$ cat config.mk
export PLATFORM = sky130hd
export DESIGN_NAME = seg_scan_controller
export DESIGN_NICKNAME = d
export VERILOG_FILES = /design/src/rtl/seg_pkg.sv /design/src/rtl/seg_scan_timer.sv /design/src/rtl/seg_scan_controller.sv
export SDC_FILE = /design/constraint.sdc
export NUM_CORES = 1
export LEC_CHECK = 0
export BUFFER_PORTS_ARGS = -buffer_cell sky130_fd_sc_hd__buf_4
export CORE_ASPECT_RATIO = 1.75
export CORE_MARGIN = 2
export CORE_UTILIZATION = 53
export CTS_CLUSTER_DIAMETER = 100
export DETAILED_ROUTE_END_ITERATION = 8
export PLACE_DENSITY = 0.76
export SYNTH_ARGS = -nofsm -noshare
export SYNTH_HDL_FRONTEND = slang
export SYNTH_SLANG_ARGS = --single-unit
$ cat constraint.sdc
create_clock -name clk -period 3.2 [get_ports clk]
set_clock_uncertainty 0.2 [all_clocks]
set_input_delay 0.48 -clock clk [delete_from_list [all_inputs] [get_ports clk]]
set_output_delay 0.48 -clock clk [all_outputs]
set_load 0.1 [all_outputs]
$ cat src/rtl/seg_pkg.sv
// Shared constants and types for the 7-segment scan controller.
//   SEG_BLANK    : all segments off (active-low bus)
//   AN_OFF       : all digit enables off (active-low anodes)
//   scan_state_e : phase within a digit slot (dead-time or driving)
//   digit_idx_t  : index of the digit currently being scanned (3 = leftmost)
package seg_pkg;

    localparam int unsigned SEG_W  = 7;
    localparam int unsigned DIGITS = 4;

    localparam logic [SEG_W-1:0]  SEG_BLANK = 7'h7F;
    localparam logic [DIGITS-1:0] AN_OFF    = 4'hF;

    typedef enum logic {
        SCAN_BLANK = 1'b0,
        SCAN_DRIVE = 1'b1
    } scan_state_e;

    typedef logic [1:0] digit_idx_t;

    // Active-low one-cold anode pattern for a digit index.
    function automatic logic [DIGITS-1:0] an_select(input digit_idx_t idx);
        return ~(4'b0001 << idx);
    endfunction

endpackage

$ cat src/rtl/seg_scan_timer.sv
// Slot timer for the 7-segment scanner.
// Counts cnt 0..SCAN_DIV-1 while enabled and steps the digit index 3->2->1->0->3
// on every wrap. Disable parks the timer at the frame start (idx=3, cnt=0).
// Ports:
//   clk, rst_n     : clock, asynchronous active-low reset
//   en_i           : scan enable; low clears the timer synchronously
//   idx_o          : digit currently owning the slot
//   in_blank_c     : slot is in its dead-time window (combinational decode)
//   frame_tick_c   : enabled and at the first cycle of a frame (combinational decode)
module seg_scan_timer
    import seg_pkg::*;
#(
    parameter int unsigned SCAN_DIV     = 50000,
    parameter int unsigned BLANK_CYCLES = 500
) (
    input  logic       clk,
    input  logic       rst_n,
    input  logic       en_i,
    output digit_idx_t idx_o,
    output logic       in_blank_c,
    output logic       frame_tick_c
);

    localparam int unsigned CNT_W = (SCAN_DIV > 1) ? $clog2(SCAN_DIV) : 1;
    localparam logic [CNT_W-1:0] CNT_LAST = CNT_W'(SCAN_DIV - 1);

    logic [CNT_W-1:0] cnt_q, cnt_d;
    digit_idx_t       idx_q, idx_d;

    // Next-state: wrap the slot counter and rotate the digit index downward.
    always_comb begin
        cnt_d = cnt_q;
        idx_d = idx_q;
        if (!en_i) begin
            cnt_d = '0;
            idx_d = 2'd3;
        end else if (cnt_q == CNT_LAST) begin
            cnt_d = '0;
            idx_d = idx_q - 2'd1;
        end else begin
            cnt_d = cnt_q + CNT_W'(1);
        end
    end

    always_ff @(posedge clk or negedge rst_n) begin
        if (!rst_n) begin
            cnt_q <= '0;
            idx_q <= 2'd3;
        end else begin
            cnt_q <= cnt_d;
            idx_q <= idx_d;
        end
    end

    // A zero-length dead-time would make the comparison trivially false.
    generate
        if (BLANK_CYCLES == 0) begin : g_no_blank
            assign in_blank_c = 1'b0;
        end else begin : g_blank
            assign in_blank_c = (cnt_q < CNT_W'(BLANK_CYCLES));
        end
    endgenerate

    assign frame_tick_c = en_i && (idx_q == 2'd3) && (cnt_q == '0);
    assign idx_o        = idx_q;

endmodule

$ cat src/rtl/seg_scan_controller.sv
// Four-digit 7-segment scan controller.
// Multiplexes four active-low digit codes onto a shared segment bus with
// active-low anodes. All four digits are snapshotted at the start of each
// frame so a frame never mixes old and new values; each slot begins with a
// dead-time of BLANK_CYCLES where all digits are dark to avoid ghosting.
// Optional blinking is compiled in with the SEG_BLINK_EN macro; without it
// the blink port is ignored and no frame counter exists.
// Ports:
//   clk, rst_n          : clock, asynchronous active-low reset
//   en                  : scan enable; low darkens the display and restarts the frame
//   blink               : blink request (SEG_BLINK_EN only)
//   digit3..digit0      : active-low segment codes, digit3 leftmost
//   seg                 : shared segment bus, active-low, registered
//   an                  : digit enables, active-low, registered
//   frame_start         : one-cycle pulse after each snapshot, registered
module seg_scan_controller
    import seg_pkg::*;
#(
    parameter int unsigned SCAN_DIV     = 50000,
    parameter int unsigned BLANK_CYCLES = 500,
    parameter int unsigned BLINK_FRAMES = 64
) (
    input  logic             clk,
    input  logic             rst_n,
    input  logic             en,
    input  logic             blink,
    input  logic [SEG_W-1:0] digit3,
    input  logic [SEG_W-1:0] digit2,
    input  logic [SEG_W-1:0] digit1,
    input  logic [SEG_W-1:0] digit0,
    output logic [SEG_W-1:0] seg,
    output logic [3:0]       an,
    output logic             frame_start
);

    logic [DIGITS-1:0][SEG_W-1:0] digit_in_c;
    logic [DIGITS-1:0][SEG_W-1:0] shadow_q, shadow_d;

    digit_idx_t  idx_c;
    logic        in_blank_c;
    logic        frame_tick_c;
    scan_state_e state_c;
    logic        dark_c;
    logic [SEG_W-1:0] cur_seg_c;

    logic [SEG_W-1:0] seg_q, seg_d;
    logic [3:0]       an_q, an_d;
    logic             fs_q, fs_d;

    assign digit_in_c = {digit3, digit2, digit1, digit0};

    seg_scan_timer #(
        .SCAN_DIV     (SCAN_DIV),
        .BLANK_CYCLES (BLANK_CYCLES)
    ) u_timer (
        .clk          (clk),
        .rst_n        (rst_n),
        .en_i         (en),
        .idx_o        (idx_c),
        .in_blank_c   (in_blank_c),
        .frame_tick_c (frame_tick_c)
    );

    assign state_c = in_blank_c ? SCAN_BLANK : SCAN_DRIVE;

`ifdef SEG_BLINK_EN
    // Frame counter: after BLINK_FRAMES snapshots the phase flips.
    // Counting to BLINK_FRAMES (not BLINK_FRAMES-1) keeps the first
    // BLINK_FRAMES frames of a blink request visible.
    localparam int unsigned FRM_W = $clog2(BLINK_FRAMES + 1);

    logic [FRM_W-1:0] frm_q, frm_d;
    logic             phase_q, phase_d;

    always_comb begin
        frm_d   = frm_q;
        phase_d = phase_q;
        if (!en || !blink) begin
            frm_d   = '0;
            phase_d = 1'b0;
        end else if (frame_tick_c) begin
            if (frm_q == FRM_W'(BLINK_FRAMES)) begin
                frm_d   = FRM_W'(1);
                phase_d = ~phase_q;
            end else begin
                frm_d = frm_q + FRM_W'(1);
            end
        end
    end

    always_ff @(posedge clk or negedge rst_n) begin
        if (!rst_n) begin
            frm_q   <= '0;
            phase_q <= 1'b0;
        end else begin
            frm_q   <= frm_d;
            phase_q <= phase_d;
        end
    end

    // Look-ahead phase so the first DRIVE cycle of a frame already obeys it.
    assign dark_c = phase_d;
`else
    logic unused_blink_c;
    assign unused_blink_c = blink & (BLINK_FRAMES != 0);
    assign dark_c         = 1'b0;
`endif

    // On the snapshot cycle the shadow regs still hold the previous frame,
    // so the live inputs are forwarded (matters only when BLANK_CYCLES=0).
    assign cur_seg_c = frame_tick_c ? digit_in_c[idx_c] : shadow_q[idx_c];

    assign shadow_d = frame_tick_c ? digit_in_c : shadow_q;

    // Output decode for the next cycle; default is fully dark.
    always_comb begin
        an_d  = AN_OFF;
        seg_d = SEG_BLANK;
        fs_d  = 1'b0;
        if (en) begin
            fs_d = frame_tick_c;
            if (state_c == SCAN_DRIVE) begin
                an_d  = an_select(idx_c);
                seg_d = dark_c ? SEG_BLANK : cur_seg_c;
            end
        end
    end

    always_ff @(posedge clk or negedge rst_n) begin
        if (!rst_n) begin
            shadow_q <= {DIGITS{SEG_BLANK}};
            an_q     <= AN_OFF;
            seg_q    <= SEG_BLANK;
            fs_q     <= 1'b0;
        end else begin
            shadow_q <= shadow_d;
            an_q     <= an_d;
            seg_q    <= seg_d;
            fs_q     <= fs_d;
        end
    end

    assign seg         = seg_q;
    assign an          = an_q;
    assign frame_start = fs_q;

endmodule

== Word level (Yosys, flattened, before mapping) ==
Index checks and enable logic that the tools add are counted.

* Output and inout port bits: 12
* Bits in registers: 58
* Logic and storage cells: 35
* Input bits: 32

* Muxes and demuxes: 14
* Eq/ne operators: 3
* Add/subtract/negate cells: 2
* $lt $le $gt $ge: 2
* Reduce and logical (&&, ||, !) cells: 3
* Shifts and indexed selects: 1
* Bitwise logic cells: 1

{| class="wikitable"
|+ Operators by type and width
! cell !! number
|-
| 7-bit 2-to-1 mux || 5
|-
| 16-bit 2-to-1 mux || 2
|-
| 7-bit binary-select mux with 2-bit select || 2
|-
| 16-bit by 1-bit adder with 16-bit output, second input constant || 1
|-
| 16-bit equality test, second input constant || 1
|-
| 16-bit zero test || 1
|-
| 16-bit by 9-bit less-than comparator with 1-bit output, second input constant || 1
|-
| 4-bit 2-to-1 mux || 2
|-
| 2-bit 2-to-1 mux || 2
|-
| 4-bit NOT || 1
|-
| 1-bit by 2-bit << shifter with 4-bit output, first input constant || 1
|-
| 2-bit by 3-bit less-than comparator with 1-bit output, second input constant || 1
|-
| 2-bit equality test, second input constant || 1
|-
| 1-bit logical AND || 2
|-
| 2-bit by 1-bit inequality test with 1-bit output, second input constant || 1
|-
| 2-bit by 1-bit subtractor with 2-bit output, second input constant || 1
|-
| 1-bit 2-to-1 mux || 1
|}

== Depth between registers and ports, before layout ==
Gate-level depths: netlist of run 1.

* Depth in word-level cells: 6
* Depth in mapped cells: 6
* Depth with buffers taken out: 5

== Hierarchy ==
From an unflattened synthesis of run 1, not the netlist that was laid out.

* Cells, all modules: 212
* Area total of the unflattened synthesis: 2682.6 um2

{| class="wikitable"
|+ Modules (own cells, without submodules)
! module !! area each (um2) !! cells an instance !! instances
|-
| seg_scan_controller || 1671.6 || 105 || 1
|-
| seg_scan_timer || 1011.0 || 107 || 1
|}

== Least setup slack after synthesis of run 1 ==
No wires, ideal clock.

* Kind: reg-to-reg
* From: reg u_timer.cnt_q[10]
* To: reg shadow_q[0] (netlist name)
* Period minus slack after synthesis: 2.373 ns
* Library setup time: 0.082 ns
* Required time: 2.918 ns
* Stages on the path, launching flop included: 6
* Path slack: 0.827 ns
* Arrival: 2.091 ns
* Buffers on the path: 1
* Cells stage by stage: dfrtp_1 or4_4 or2_4 nor3_4 buf_6 mux2_2

* Cells in the longest elaborated chain, start to end: 2

{| class="wikitable"
|+ RTL lines
! item !! line !! text
|-
| start: declaration || seg_scan_timer.sv:27 || <nowiki>logic [CNT_W-1:0] cnt_q, cnt_d;</nowiki>
|-
| start signal: assignment || seg_scan_timer.sv:50 || <nowiki>cnt_q <= cnt_d;</nowiki>
|-
| 16-bit zero test || seg_scan_timer.sv:64 || <nowiki>assign frame_tick_c = en_i && (idx_q == 2'd3) && (cnt_q == '0);</nowiki>
|-
| 1-bit logical AND || seg_scan_timer.sv:64 ||
|-
| end signal: assignment || seg_scan_controller.sv:131 || <nowiki>shadow_q <= {DIGITS{SEG_BLANK}};</nowiki>
|-
| end signal: assignment || seg_scan_controller.sv:136 || <nowiki>shadow_q <= shadow_d;</nowiki>
|-
| end: declaration || seg_scan_controller.sv:37 || <nowiki>logic [DIGITS-1:0][SEG_W-1:0] shadow_q, shadow_d;</nowiki>
|}

No other way between the ends.
A chain may end at the register's enable or synchronous reset.

== Worst setup path after layout of run 1 ==
* From: reg u_timer.idx_q[1] (netlist: u_timer.idx_o[1])
* To: reg shadow_q[16] (netlist name)

* Cells in the longest elaborated chain, start to end: 3

{| class="wikitable"
|+ RTL lines
! item !! line !! text
|-
| start: declaration || seg_scan_timer.sv:28 || <nowiki>digit_idx_t idx_q, idx_d;</nowiki>
|-
| start signal: assignment || seg_scan_timer.sv:51 || <nowiki>idx_q <= idx_d;</nowiki>
|-
| 2-bit equality test || seg_scan_timer.sv:64 ||
|-
| 1-bit logical AND (2 in a row) || seg_scan_timer.sv:64 ||
|}

No other way between the ends.

==> results of run 1 <==
cell families (layout without fill, tap and decap cells):
logic type	count (synthesis)	after routing	share of synthesized area (%)
compound gates	10	10	2.12
xor+xnor	15	15	4.96
fa+ha+maj	6	6	2.83
buf+inv	22	75	4.11
flops	58	58	56.7
mux	35	35	17.8
simple gates	58	58	11.5
stage by stage:
stage | setup slack, ns | utilization [%] | std cells | cell area [sq um] | hold slack [ns]
global placement | 0.651 | 61.3 | 295 | 3000 | 0.342
global route | 0.411 | 65.4 | 311 | 3200 | 0.0611
CTS | 0.574 | 65.4 | 311 | 3200 | 0.0215
floorplan | 0.827 | - | 204 | 2650 | -0.0156
detailed placement | 0.590 | 61.3 | 295 | 3000 | 0.359
finish | 0.619 | 65.4 | 311 | 3200 | -0.00371
power breakdown:
part | internal [mW] | leakage (nW) | switching, mW
Sequential | 0.900 | 0.665 | 0.0516
Combinational | 0.151 | 0.590 | 0.0901
Clock | 0.366 | 0.103 | 0.281
Total | 1.42 | 1.36 | 0.423
synthesized netlist by cell type:
master | number | area, sq um
dfstp_2 | 41 | 1080
mux2_2 | 28 | 315
nor2_1 | 19 | 71.3
dfrtp_1 | 17 | 425
inv_1 | 14 | 52.6
xnor2_1 | 12 | 105
nand2_1 | 9 | 33.8
o21ai_0 | 8 | 40.0
mux4_2 | 7 | 158
ha_1 | 6 | 75.1
nand4_1 | 6 | 37.5
nor3_1 | 5 | 25.0
nor4_1 | 5 | 31.3
clkbuf_1 | 4 | 15.0
nand3_1 | 4 | 20.0
buf_6 | 3 | 33.8
xor2_1 | 3 | 26.3
nand2b_1 | 2 | 12.5
or3_1 | 2 | 12.5
and2_1 | 1 | 6.26
buf_4 | 1 | 7.51
nand4b_1 | 1 | 8.76
nor3_4 | 1 | 16.3
nor4b_1 | 1 | 8.76
o211ai_1 | 1 | 7.51
o31a_1 | 1 | 8.76
or2_4 | 1 | 8.76
or4_4 | 1 | 11.3
area by class of cell:
| class | count | share of cell area [%] |
|---|---|---|
| inverter | 14 | 1.64 |
| clock inverter | 4 | 0.704 |
| clock buffer | 12 | 5.51 |
| timing repair buffer | 45 | 10.6 |
| sequential | 58 | 47.0 |
| multi-input combinational | 124 | 32.5 |
| tap | 54 | 2.11 |
cells in the final DEF, fill, tap and decap left out, drive strengths merged, types with 2 or more instances in the layout:
cell,count
buf,45
clkbuf,12
clkinv,3
dfrtp,17
dfstp,41
ha,6
inv,14
mux2,28
mux4,7
nand2,9
nand2b,2
nand3,4
nand4,6
nor2,19
nor3,6
nor4,5
o21ai,8
or3,2
xnor2,12
xor2,3
routing by layer:
metal	wire, microns	up-vias
met5	0	-
met1	1810	829
met3	235	8
met4	80	0
li1	-	800
met2	2660	42
sequential cells by signal (all words and copies together) (netlist names):
register,cells
an,4
shadow_q,28
frame_start,1
u_timer.idx_o,2
u_timer.cnt_q,16
seg,7
final timing paths:
kind                                         end  slack [ns]  cells after the start
worst min register to register  u_timer.cnt_q[0]        0.37                      1
max in group asynchronous       u_timer.cnt_q[4]        2.33                      1
worst max register to register      shadow_q[16]        0.62                      6
min in group clk                u_timer.idx_o[0]        0.13                      2
worst min-delay path            u_timer.cnt_q[7]      -0.004                      1
worst max-delay path                shadow_q[16]        0.62                      6
worst max-delay path: cells and delay by family, from the launching register on:
family	cells	cell delay (ns)
muxes	1	0.38
buffers and inverters	1	0.38
adders and majority gates	1	0.22
DFF	1	0.69
and+or+nand+nor	3	0.63
==> results.cfg, run 1 <==
[status]
status = complete, but fails checks
failed_checks = negative hold slack

[timing]
hold-worst-slack_ns = -0.00371
fin_crit_sh_pct = 80.7
slew_violations = 0
min_period_ns = 2.58
relSlewSlack_pct = 53.3
fin_tns_setup_ns = 0
finalSetupViolCount = 0
finalHoldViolations = 2
max_slew.worst_pin.slew_ns = 0.701
rsz0062_at_grt = false
fmax_mhz = 387

[finish]
multi_input_area_sq_um = 1040
layout.nets = 290
fillers = 382
layout-drive-gt1-share_pct = 54.5
diodes = 0
seq_area_sq_um = 1500
syn_to_final_growth_pct = 20.7

[detailed_routing]
postRouteAntennaNets = 0
vias_per_cell = 5.40
wl_per_cell_microns = 15.4
drc = 0
drt_first_pass_iters = 5
via_count = 1679
dr.first_iter.drc_count = 45
routed_wl_microns = 4780

[floorplanning]
fp.coreArea_sq_um = 4890
die_w_microns = 57.5
die_y_microns = 97.6
ios = 44
rows = 34
die_area_sq_um = 5610
initial_core_util_pct = 54.2

[placed_design]
portBuffers = 42
dp_hpwl_microns = 3380
gp_congestion = 0.808

[cts]
cts_resized = 0
clk_latency_ns = 0.33
clk_pin_slew_ns = 0.07
cts_buffers = 9
hold_buffers = 0
root_buffer = clkbuf_8
cts_num_sinks = 58
clock_path_buffers = 2
cts_tree = done
cts_setup_buffers = 0
htreeDepth = 3

[pwr]
power_mw = 1.84
power_density_nw_per_um2 = 575
leakage_nw = 1.36
peakVddDrop_mv = 0.400

[critical_path]
critPathRequiredTime_ns = 3.25
crit_start = u_timer.idx_o[1]
cp_slowest_cell = dfstp_2
reg2reg_from = u_timer.idx_o[1]
cp.arrival_ns = 2.63
startpoint_type = register
crit_fanout = 35
setup.worst_path.class = register to register
crit_path_end_kind = register
crit_chain = ha_1 -> nor4b_1 -> nand4b_1 -> nor3_4 -> buf_4 -> mux2_2
crit_path_max_incr_delay_ns = 0.69

[global_routing]
grt.total_usage_pct = 19.5
grt_antenna_before_repair = 0
use_met3_pct = 4.93
globalRouteOverflowTotal = 0
grt_pass1_wl_microns = 8250
grt_pass1_vias = 1846
grt_most_used_layer = met2
use_met2_pct = 33.7
use_met1_pct = 21.8
grt_max_degree = 59

[logic_synthesis]
yosysSeqAreaShare_pct = 56.7
synth.net_count = 242
ys_seq_elements = 58
synth_cells = 204
netlist_area_sq_um = 2650
yosysWarningCount = 0
avgSynthCellArea_sq_um = 13.0
ys_types = 28

[min_path]
min_path_type = input port to asynchronous set/reset pin

[flow_run]
cap_violations = 0
No activity file was read; power rests on OpenSTA's default activity.
==> inputs of run 2 (changes only) <==
- ABC_AREA: unset -> 1
- PLACE_DENSITY: 0.76 -> 0.75
- clock period: 3.2 -> 2.4 ns (I/O delays scaled with it)
==> results.cfg, run 2 <==
[status]
status = completed

[logic_synthesis]
netlist.area_leader.share_pct = 36.4
synthTopCellsByArea = dfstp_2 36%, dfrtp_1 14%, nand2_1 14%
synth_cells = 345
synth-edff-count = 0
ys_types = 30
synth.most_common_cell = nand2_1
post-synth-top-area-cell = dfstp_2
yosysSeqAreaShare_pct = 50.8
async_flop_share_pct = 100
yosysWarningCount = 0
avgSynthCellArea_sq_um = 8.58
yosys-top-cells-count = 109 x nand2_1, 48 x nor2_1, 41 x dfstp_2, 32 x nand4_1, 17 x dfrtp_1
netlist_area_sq_um = 2960
ys_seq_elements = 58
synth.net_count = 383
synth_top_flop_cell = dfstp_2

[global_routing]
grt_pass1_vias = 2342
grt_max_degree = 59
grt_antenna_before_repair = 0
grt_pass1_wl_microns = 10900
grt.total_usage_pct = 24.1
globalRouteOverflowTotal = 0

[min_path]
min_path_type = input port to register
hold_path.startpoint = digit3[5]
worstHoldPathCells = 3
whs_endpoint = shadow_q[26]

[critical_path]
setup.worst_path.class = register to register
cp.arrival_ns = 2.01
reg2regPathDepth = 6
crit_path_end_kind = register
startpoint_type = register
critPathRequiredTime_ns = 2.44
reg2reg_from = u_timer.idx_o[1]
r2r-end = seg[3]
crit_fanout = 36
reg2reg_slack_ns = 0.44

[placed_design]
portBuffers = 42
gp_congestion = 0.888
dp_hpwl_microns = 4760

[timing]
hold-worst-slack_ns = 0.0498
finalHoldViolations = 0
rsz0062_at_grt = false
fmax_mhz = 509
relSlewSlack_pct = 53.8
fin_tns_setup_ns = 0
finalSetupViolCount = 0
fin_crit_sh_pct = 81.8
slew_violations = 0
min_period_ns = 1.96
max_slew.worst_pin.slew_ns = 0.693

[finish]
fillers = 524
layout-drive-gt1-share_pct = 31.0
largest_reg_flops = 28
syn_to_final_growth_pct = 17.4
mostFrequentLayoutCells = 109 x nand2_1, 48 x nor2_1, 46 x buf_4
top_register = shadow_q
layout.nets = 426
diodes = 0
layout_commonest_cell = nand2_1

[detailed_routing]
postRouteAntennaNets = 0
drc = 0
via_count = 2479
drt_first_pass_iters = 4
routed_wl_microns = 6510
dr.first_iter.drc_count = 137
vias_per_cell = 5.29
wl_per_cell_microns = 13.9

[cts]
hold_buffers = 1
cts_setup_buffers = 0
root_buffer = clkbuf_8
cts_tree = done
htreeDepth = 3
cts_buffers = 9
cts_num_sinks = 58
cts_resized = 0
clk_pin_slew_ns = 0.07
clock_path_buffers = 2
clk_latency_ns = 0.34

[floorplanning]
fp.coreArea_sq_um = 5500
die_w_microns = 60.5
die_y_microns = 103
die_area_sq_um = 6220
initial_core_util_pct = 53.8
rows = 36
ios = 44

[pwr]
peakVddDrop_mv = 0.490
power_density_nw_per_um2 = 749
leakage_nw = 1.59

[flow_run]
cap_violations = 0
[run 2: cell count changes after synthesis, moves of 4 or more]
cell	delta
nor4_1	-5
nor2_1	+29
o21ai_0	+8
clkbuf_1	-4
xnor2_1	-12
nand2_1	+100
nor2_2	+6
nand4_1	+26
buf_2	+4
o22ai_1	+7
mux4_2	-7
mux2_2	-28
[run 2: per-layer routing]
layer  share of wire [%]  global-route usage (%)  vias up
li1                    -                       -     1217
met1                  38                    28.7     1184
met2                  56                    39.6       62
met3                 3.2                    5.77       16
met4                 2.9                    12.4        0
met5                   0                       0        -
[run 2: worst max-delay path: stages (launching register included)]
cell and delay, ns:
dfstp_2 0.63, ha_1 0.19, nand2_1 0.10, nor2_4 0.15, nand3_4 0.33, nand2_1 0.17
nand2_1 0.08
[run 2: per-stage QoR]
| step | std cells | instance area (sq um) | utilization (%) | setup WS [ns] | power [mW] |
|---|---|---|---|---|---|
| floorplan | 345 | 2960 | - | 0.753 | 1.58 |
| global placement | 452 | 3260 | 59.3 | 0.476 | 1.69 |
| detailed placement | 452 | 3260 | 59.3 | 0.450 | 1.70 |
| CTS | 469 | 3470 | 63.2 | 0.445 | 2.62 |
| global route | 469 | 3470 | 63.2 | 0.292 | 2.74 |
| finish | 469 | 3470 | 63.2 | 0.436 | 2.60 |
[run 2: cell type report]
cell class                 instances  area, sq um  area share [%]
inverter                          19         71.3            2.05
clock buffer                      11          151            4.36
sequential                        58         1500            43.3
tap                               76         95.1            2.74
clock inverter                     5         52.6            1.51
multi-input combinational        253         1240            35.8
timing repair buffer              47          355            10.2
[run 2: worst max path at each step]
stage,from,end,cells after the start
floorplan,u_timer.idx_o[1],shadow_q[0],7
global placement,u_timer.idx_o[1],seg[3],6
detailed placement,u_timer.idx_o[1],seg[3],6
CTS,u_timer.idx_o[1],seg[3],6
global route,u_timer.idx_o[1],shadow_q[12],6
finish,u_timer.idx_o[1],seg[3],6
[run 2: logic make-up (layout without fill, tap and decap cells)]
family                   Yosys count  in the layout  share of synthesized area, %
AO/OA/AOI/OAI                     32             32                          6.09
XOR/XNOR                           3              3                         0.888
adder cells (fa/ha/maj)            6              6                          2.54
buffers and inverters             34             82                          7.15
flip-flops                        58             58                          50.8
AND/OR/NAND/NOR                  212            212                          32.6
[run 2: where the power goes]
group / total [mW] / leakage (nW) / internal (mW) / switching, mW
Combinational: 0.379 / 0.817 / 0.151 / 0.228
Clock: 0.912 / 0.105 / 0.530 / 0.382
Sequential: 1.31 / 0.664 / 1.22 / 0.0866
==> inputs of run 3 (changes only) <==
- ABC_AREA: 1 -> 0
- PLACE_DENSITY: 0.75 -> 0.76
- clock period: 2.4 -> 1.9 ns (I/O delays scaled with it)
==> results.cfg, run 3 (synthesized netlist as in run 1, its figures left out) <==
[floorplanning]
die_y_microns = 97.6
ios = 44
rows = 34
die_w_microns = 57.5
fp.coreArea_sq_um = 4890
initial_core_util_pct = 54.2
die_area_sq_um = 5610

[global_routing]
grt.total_usage_pct = 24.5
grt_pass1_vias = 2138
grt_pass1_wl_microns = 10100
globalRouteOverflowTotal = 0
grt_antenna_before_repair = 0
grt_max_degree = 59

[timing]
fmax_mhz = 424
finalHoldViolations = 0
finalSetupViolCount = 56
hold-worst-slack_ns = 0.0507
rsz0062_at_grt = true
fin_ws_ns = -0.461
max_slew.worst_pin.slew_ns = 0.702
fin_crit_sh_pct = 124
slew_violations = 0
relSlewSlack_pct = 53.2
min_period_ns = 2.36

[pwr]
internal_power_mw = 2.59
netSwitchingPower_uw = 814
power_frac_seq_pct = 47.5
clock_power_share_pct = 32.6
swShare_pct = 23.9
leakage_nw = 1.81
peakVddDrop_mv = 0.740
pwr-share-comb_pct = 19.9
power_density_nw_per_um2 = 844

[finish]
largest_reg_flops = 28
top_register = shadow_q
layout-drive-gt1-share_pct = 58.5
syn_to_final_growth_pct = 52.1
layout_commonest_cell = buf_4
layout.nets = 358
diodes = 0
layoutNonFillerInstCount = 379
mostFrequentLayoutCells = 71 x buf_4, 41 x dfstp_2, 30 x dlygate4sd3_1

[status]
status = complete, but fails checks
failed_checks = negative setup slack

[placed_design]
dp_hpwl_microns = 3610
place_inst = 319
portBuffers = 42
gp_congestion = 0.798

[min_path]
min_path_type = input port to register
worstHoldPathCells = 2

[detailed_routing]
drt_first_pass_iters = 4
wl_per_cell_microns = 19.8
vias_per_cell = 5.54
routed_wl_microns = 7520
postRouteAntennaNets = 0
dr.first_iter.drc_count = 89
via_count = 2099
drc = 0

[critical_path]
reg2regPathDepth = 6
crit_fanout = 9
startpoint_type = register
setup.worst_path.class = register to register
cp.arrival_ns = 2.43
critPathRequiredTime_ns = 1.97
crit_path_end_kind = register
reg2reg_slack_ns = -0.46

[flow_run]
cap_violations = 0

[cts]
clk_latency_ns = 0.34
cts_tree = done
htreeDepth = 3
clock_path_buffers = 2
cts_buffers = 9
clk_pin_slew_ns = 0.07
cts_num_sinks = 58
root_buffer = clkbuf_8
run 3: changes by cell type in the layout (fill, tap and decap cells not counted), moves of 6 or more:
cell           change
nor2_2             -6
buf_6              +6
nor2_1            -29
mux2_2             +9
dlygate4sd3_1     +29
nand4_1           -26
o21ai_0           -15
mux2_4            +19
o21ai_2            +7
o22ai_1            -7
buf_4             +25
xnor2_1           +11
mux4_2             +7
nand2_1          -103
run 3: critical path: stages (launching register included):
cell	delay [ns]
dfrtp_1	0.39
or4_4	0.56
or2_4	0.27
nor3_4	0.22
buf_6	0.15
clkbuf_16	0.16
mux2_2	0.34
run 3: cell type report:
cell class,count,area (sq um)
Fill cell,240,861
Multi-Input combinational cell,125,1210
Clock inverter,3,40.0
Inverter,14,52.6
Sequential cell,58,1500
Clock buffer,13,149
Timing Repair Buffer,112,1010
Tap cell,54,67.6
run 3: final timing paths:
kind | startpoint | endpoint
worst max-delay path | u_timer.cnt_q[10] | shadow_q[9]
worst min-delay path | en | u_timer.cnt_q[2]
worst max register to register | u_timer.cnt_q[10] | shadow_q[9]
worst min register to register | u_timer.cnt_q[0] | u_timer.cnt_q[0]
max in group asynchronous | rst_n | u_timer.cnt_q[5]
min in group asynchronous | rst_n | u_timer.cnt_q[11]
run 3: metal layers:
| metal | vias up | global-route usage, % | routed length (microns) |
|---|---|---|---|
| met3 | 21 | 5.33 | 318 |
| met1 | 1067 | 24.8 | 2720 |
| li1 | 943 | - | - |
| met5 | - | 0 | 0 |
| met4 | 0 | 10.9 | 235 |
| met2 | 68 | 45.5 | 4240 |
run 3: what timing repair did:
item | CTS | global route
gates cloned | 1 | 3
hold endpoints to repair | 47 | 0
hold buffers | 30 | 0
setup buffers | 4 | 7
pin swaps | 1 | 8
gates resized for setup | 9 | 35
endpoints found under the setup margin | 56 | 57
run 3: metrics by stage:
| step | setup TNS [ns] | power [mW] | cell area, sq um | utilization, % | worst slack (ns) |
|---|---|---|---|---|---|
| after floorplan | -13.99 | 1.92 | 2660 | - | -0.360 |
| after global placement | -12.27 | 2.05 | 3200 | 65.5 | -0.322 |
| after detailed placement | -15.52 | 2.07 | 3200 | 65.5 | -0.394 |
| after CTS | -10.41 | 3.25 | 3800 | 77.6 | -0.344 |
| after global routing | -21.73 | 3.52 | 4030 | 82.4 | -0.499 |
| final | -19.41 | 3.40 | 4030 | 82.4 | -0.461 |
run 3: power by group through the flow:
stage                     Combinational, mW  Clock, mW  Sequential, mW
final                                 0.678       1.11            1.62
after global routing                  0.720       1.17            1.63
after CTS                             0.538       1.12            1.60
after detailed placement              0.456          0            1.62
after global placement                0.442          0            1.61
after floorplan                       0.318          0            1.60
